[src/rtl/ice40_audio_frame_detect.sv]
// Frame-energy voice-activity detector: sums |sample| over fixed frames, applies
// threshold plus hang-over, and holds o_active until the clock controller consumes it.
module ice40_audio_frame_detect #(
  parameter int SAMPLE_W    = 16,
  parameter int FRAME_LEN   = 256,
  parameter int ENERGY_W    = SAMPLE_W + $clog2(FRAME_LEN),
  parameter int HANG_FRAMES = 4,
  localparam int HANG_W     = (HANG_FRAMES > 0) ? $clog2(HANG_FRAMES + 1) : 1
) (
  input  logic                i_clk,
  input  logic                reset,
  input  logic                i_enable,
  input  logic                i_sample_valid,
  input  logic [SAMPLE_W-1:0] i_sample,
  input  logic [ENERGY_W-1:0] i_threshold,
  input  logic                i_start_fb,
  output logic                o_active,
  output logic                o_frame_done,
  output logic [ENERGY_W-1:0] o_energy,
  output logic                o_overrun,
  output logic [HANG_W-1:0]   o_hang
);

  localparam int CNT_W = $clog2(FRAME_LEN);

  typedef enum logic {
    S_IDLE = 1'b0,
    S_ACC  = 1'b1
  } state_t;

  state_t              state_q;
  logic [ENERGY_W-1:0] acc_q;
  logic [CNT_W-1:0]    count_q;
  logic [HANG_W-1:0]   hang_q;
  logic                pending_q;
  logic                start_fb_q;
  logic                frame_done_q;
  logic                overrun_q;
  logic [ENERGY_W-1:0] energy_q;

  logic [SAMPLE_W-1:0] mag;
  logic [ENERGY_W-1:0] acc_d;
  logic [HANG_W-1:0]   hang_d;
  logic                sample_accept;
  logic                last_sample;
  logic                above;
  logic                trigger;
  logic                consume;

  // Most-negative sample saturates so the magnitude still fits in SAMPLE_W-1 bits.
  always_comb begin
    mag = i_sample;
    if (i_sample[SAMPLE_W-1]) begin
      if (i_sample == {1'b1, {(SAMPLE_W-1){1'b0}}}) begin
        mag = {1'b0, {(SAMPLE_W-1){1'b1}}};
      end else begin
        mag = -i_sample;
      end
    end
  end

  assign sample_accept = (state_q == S_ACC) && i_enable && i_sample_valid;
  assign last_sample   = sample_accept && (count_q == CNT_W'(FRAME_LEN - 1));
  assign acc_d         = acc_q + {{(ENERGY_W-SAMPLE_W){1'b0}}, mag};
  assign above         = (acc_d >= i_threshold);
  assign consume       = i_start_fb && !start_fb_q;

  always_comb begin
    hang_d  = hang_q;
    trigger = 1'b0;
    if (above) begin
      hang_d  = HANG_W'(HANG_FRAMES);
      trigger = 1'b1;
    end else if (hang_q != '0) begin
      hang_d  = hang_q - HANG_W'(1);
      trigger = 1'b1;
    end
  end

  always_ff @(posedge i_clk or posedge reset) begin
    if (reset) begin
      state_q      <= S_IDLE;
      acc_q        <= '0;
      count_q      <= '0;
      hang_q       <= '0;
      pending_q    <= 1'b0;
      start_fb_q   <= 1'b0;
      frame_done_q <= 1'b0;
      overrun_q    <= 1'b0;
      energy_q     <= '0;
    end else begin
      start_fb_q   <= i_start_fb;
      frame_done_q <= 1'b0;
      overrun_q    <= 1'b0;
      case (state_q)
        S_IDLE: begin
          acc_q     <= '0;
          count_q   <= '0;
          hang_q    <= '0;
          pending_q <= 1'b0;
          if (i_enable) begin
            state_q <= S_ACC;
          end
        end
        S_ACC: begin
          if (!i_enable) begin
            // Abort any partial frame; energy of the last full frame is kept.
            state_q   <= S_IDLE;
            acc_q     <= '0;
            count_q   <= '0;
            hang_q    <= '0;
            pending_q <= 1'b0;
          end else begin
            if (last_sample) begin
              acc_q        <= '0;
              count_q      <= '0;
              energy_q     <= acc_d;
              frame_done_q <= 1'b1;
              hang_q       <= hang_d;
            end else if (sample_accept) begin
              acc_q   <= acc_d;
              count_q <= count_q + CNT_W'(1);
            end
            // A new trigger wins over a simultaneous consume edge.
            if (last_sample && trigger) begin
              pending_q <= 1'b1;
              overrun_q <= pending_q && !consume;
            end else if (consume) begin
              pending_q <= 1'b0;
            end
          end
        end
        default: state_q <= S_IDLE;
      endcase
    end
  end

  assign o_active     = pending_q;
  assign o_frame_done = frame_done_q;
  assign o_energy     = energy_q;
  assign o_overrun    = overrun_q;
  assign o_hang       = hang_q;

endmodule

[config.mk]
export PLATFORM = sky130hd
export DESIGN_NAME = ice40_audio_frame_detect
export DESIGN_NICKNAME = d
export VERILOG_FILES = /design/src/rtl/ice40_audio_frame_detect.sv
export SDC_FILE = /design/constraint.sdc
export NUM_CORES = 1
export LEC_CHECK = 0
export BUFFER_PORTS_ARGS = -buffer_cell sky130_fd_sc_hd__buf_4
export CAP_MARGIN = 5
export CORE_ASPECT_RATIO = 1.4
export CORE_MARGIN = 3
export CORE_UTILIZATION = 52
export CTS_CLUSTER_SIZE = 28
export DETAILED_ROUTE_END_ITERATION = 12
export PLACE_DENSITY_LB_ADDON = 0.25
export SYNTH_ARGS = -nofsm -noshare
export SYNTH_HDL_FRONTEND = slang
export SYNTH_SLANG_ARGS = --single-unit
[constraint.sdc]
create_clock -name i_clk -period 4.5 [get_ports i_clk]
set_input_delay 0.45 -clock i_clk [delete_from_list [all_inputs] [get_ports i_clk]]
set_output_delay 0.45 -clock i_clk [all_outputs]
set_load 0.05 [all_outputs]
==> results_dict.tcl <==
set metrics [dict create \
    vdd_drop_max_mv 0.214 \
    ys.flop_type "dfrtp_1" \
    synth_seq_cells 64 \
    dr.max_layer_used "met4" \
    fin_skew_ns 0.00565 \
    drive_gt1_share_pct 37.8 \
    holdPathEnd "start_fb_q" \
    totalWireLength_um 14500 \
    synth_warnings 0 \
    pwr-share-clk_pct 37.3 \
    cts-htree-levels 3 \
    power.density_nw_per_um2 262 \
    syn-mean-instance-area_um2 8.84 \
    viasPerCell 5.85 \
    vias 4660 \
    holdPathStages 1 \
    holdCritPathClass "in -> reg" \
    swShare_pct 30.0 \
    drv_slew 0 \
    core_um2 8340 \
    internal_power_mw 1.19 \
    wl_per_cell_um 18.2 \
    ant_nets 0 \
    die_w_um 84.9 \
    clock_path_buffers 2 \
    syn-cell-area_um2 4540 \
    startpoint_type "primary input" \
    drv_cap 0 \
    fin_util_pct 78.0 \
    num_io_pins 75 \
    hold_buffers 0 \
    status "finished with violations" \
    clk_pin_slew_ns 0.05 \
    initial_core_util_pct 54.4 \
    die_area_um2 9890 \
    grt_max_degree 65 \
    dp_slack_ns -1.03 \
    crit_type "in -> reg" \
    setup_tns_ns -2.53 \
    diodes 0 \
    dp_hpwl_um 9740 \
    path_max_fanout 6 \
    timing.rr.start "acc_q[16]" \
    violations "setup timing" \
    postLayoutSetupSlackWorst_ns -0.567 \
    firstDrtPassIters 7 \
    setup_viol 5 \
    synthArstFlopShare_pct 100 \
    rsz0062_at_grt "yes" \
    synth_edf_count 0 \
    syn2layout_area_growth_pct 43.4 \
    end_kind "flip-flop" \
    crit_required_ns 4.76 \
    ff2ff_setup_slack_ns 0.79 \
    die_h_um 117 \
    p_seq_share_pct 34.8 \
    grt_pass1_wl_um 22400 \
    drc 0 \
    fmax_mhz 197 \
    port_buffers 74 \
    leakage_nw 3.39 \
    worstSkewPairLatency_ns 0.34 \
    routabilityCongestion 0.878 \
    dr_wl_met3_um 793 \
    total_power_mw 1.70 \
    postSynthCellCount 513 \
    overflow 0 \
    r2r_cells 15 \
    fin_crit_ns 5.07 \
    numCtsBuffers 9 \
    antenna_found_initial 0 \
    arrival_ns 5.33 \
    numClockSinks 64 \
    wl_met1_um 5450 \
    grt_use_total_pct 28.9 \
    final_hold_viol_count 0 \
    worst_pin_slew_ns 1.17 \
    fin_nets 781 \
    p_sw_mw 0.510 \
    min-delay-start "i_start_fb" \
    fill_cells 532 \
    cts_tree "done" \
    final.period_utilization_pct 113 \
    drtIter0Drc 332 \
    clockRootBuffer "clkbuf_16" \
    power_frac_comb_pct 27.9 \
    wl_met2_um 7640 \
    num_rows 39 \
    ys_seq_area_share_pct 35.3 \
    synth_fp_nets 604 \
    relSlewSlack_pct 22.1 \
    grt_pass1_vias 4808 \
    synth.distinct_cells 57 \
    reg2reg_to "o_hang[2]" \
]
## per-layer routing
| metal | track usage [%] | up-vias |
|---|---|---|
| met5 | 0 | - |
| met4 | 15.3 | 0 |
| met3 | 5.86 | 51 |
| met2 | 53.0 | 198 |
| met1 | 31.3 | 2237 |
| li1 | - | 2174 |
## cell usage in the layout (no fill, tap or decap), drive strengths merged, types with 7 or more instances in the layout
| cell type | synthesis | routed |
|---|---|---|
| a21o | 8 | 8 |
| a21oi | 25 | 25 |
| a22o | 15 | 15 |
| a31oi | 9 | 9 |
| and3 | 7 | 7 |
| buf | 5 | 184 |
| clkbuf | 13 | 11 |
| dfrtp | 64 | 64 |
| ha | 45 | 45 |
| inv | 45 | 45 |
| mux2 | 10 | 10 |
| nand2 | 78 | 78 |
| nand3 | 8 | 8 |
| nand4 | 14 | 14 |
| nor2 | 28 | 28 |
| o21ai | 34 | 34 |
| o31ai | 7 | 7 |
| or3 | 9 | 9 |
| xnor2 | 10 | 10 |
| xor2 | 20 | 20 |
## flip-flops by register name, summed over array words and instances, names as in the netlist
signal	count
start_fb_q	1
acc_q	24
o_hang	3
state_q	1
o_frame_done	1
o_active	1
count_q	8
o_energy	24
o_overrun	1
## metrics by stage
step           hold slack [ns]  cell area (um2)  std cells
2_1_floorplan            0.450             4570        513
3_3_place_gp             0.459             5890        767
3_5_place_dp             0.474             5890        767
4_1_cts                  0.222             6320        789
5_1_grt                  0.221             6500        797
6_report                 0.227             6500        797
## logic make-up (layout without fill, tap and decap cells)
kind of cell | Yosys count | in the layout | share of synthesized area (%)
simple gates | 163 | 163 | 17.0
compound gates | 136 | 136 | 20.8
flops | 64 | 64 | 35.3
buf+inv | 63 | 245 | 5.49
fa+ha+maj | 46 | 46 | 12.9
xor+xnor | 30 | 30 | 5.79
mux | 11 | 11 | 2.70
## worst max path at each step
stage                start   endpoint  slack, ns  depth (start not counted)
4_1_cts        i_sample[5]   o_active      -0.52                         21
5_1_grt        i_sample[5]  o_hang[1]      -0.71                         21
3_3_place_gp   i_sample[5]   o_active      -0.91                         20
2_1_floorplan  i_sample[5]   o_active      -0.54                         22
6_report       i_sample[5]  o_hang[2]      -0.57                         23
3_5_place_dp   i_sample[5]   o_active      -1.03                         20
## synthesized netlist by cell type (all sizes together) (2+ instances only)
cell type	n	area share (%)
nand2	78	6.5
dfrtp	64	35
ha	45	12
inv	45	3.7
o21ai	34	3.8
nor2	28	2.3
a21oi	25	2.8
xor2	20	3.9
a22o	15	2.9
nand4	14	1.9
clkbuf	13	1.1
mux2	10	2.5
xnor2	10	1.9
a31oi	9	1.6
or3	9	1.7
a21o	8	1.3
nand3	8	0.88
and3	7	0.97
o31ai	7	1.5
a211oi	6	0.99
a31o	6	1.2
nand2b	6	0.83
buf	5	0.69
o21a	4	0.66
a21boi	3	0.50
o31a	3	0.58
or2	3	0.41
a41oi	2	0.39
and4	2	0.39
nor2b	2	0.28
nor3	2	0.22
o22ai	2	0.28
## timing repair
action                                  CTS  global route
endpoints found under the setup margin    5             5
gates resized for setup                  23            23
buffers inserted                          7             8
cloned                                    0             0
pin swaps                                 7            16
## power groups by stage
stage	registers [mW]	logic, mW	clock network [mW]
after global placement	0.602	0.410	0
after floorplan	0.599	0.217	0
after detailed placement	0.602	0.427	0
after CTS	0.592	0.444	0.636
after global routing	0.593	0.516	0.662
final	0.593	0.474	0.635
## critical path, stage by stage
cell and delay (ns):
buf_6 0.09, or3_4 0.38, or3_4 0.34, or3_4 0.39, or3_4 0.38, a31oi_4 0.23
inv_2 0.07, fa_2 0.37, nor2b_2 0.14, o31a_1 0.25, o31ai_4 0.11, o41ai_4 0.29
a31o_4 0.27, a31o_4 0.18, nand2_4 0.05, ha_4 0.27, nand4_1 0.19, a21oi_2 0.23
a211oi_4 0.05, buf_6 0.14, buf_4 0.14, a31o_4 0.22, a21oi_2 0.12
## area by class of cell
cell class | instances | area (um2) | share of cell area [%]
clock buffers | 11 | 233 | 3.58
inverters | 45 | 169 | 2.60
multi-input cells | 386 | 2950 | 45.3
repair buffers | 184 | 1390 | 21.4
flip-flops and latches | 64 | 1600 | 24.6
clock inverters | 5 | 33.8 | 0.519
well taps | 102 | 128 | 1.96
Note: power is estimated with default switching activity, not from simulation.
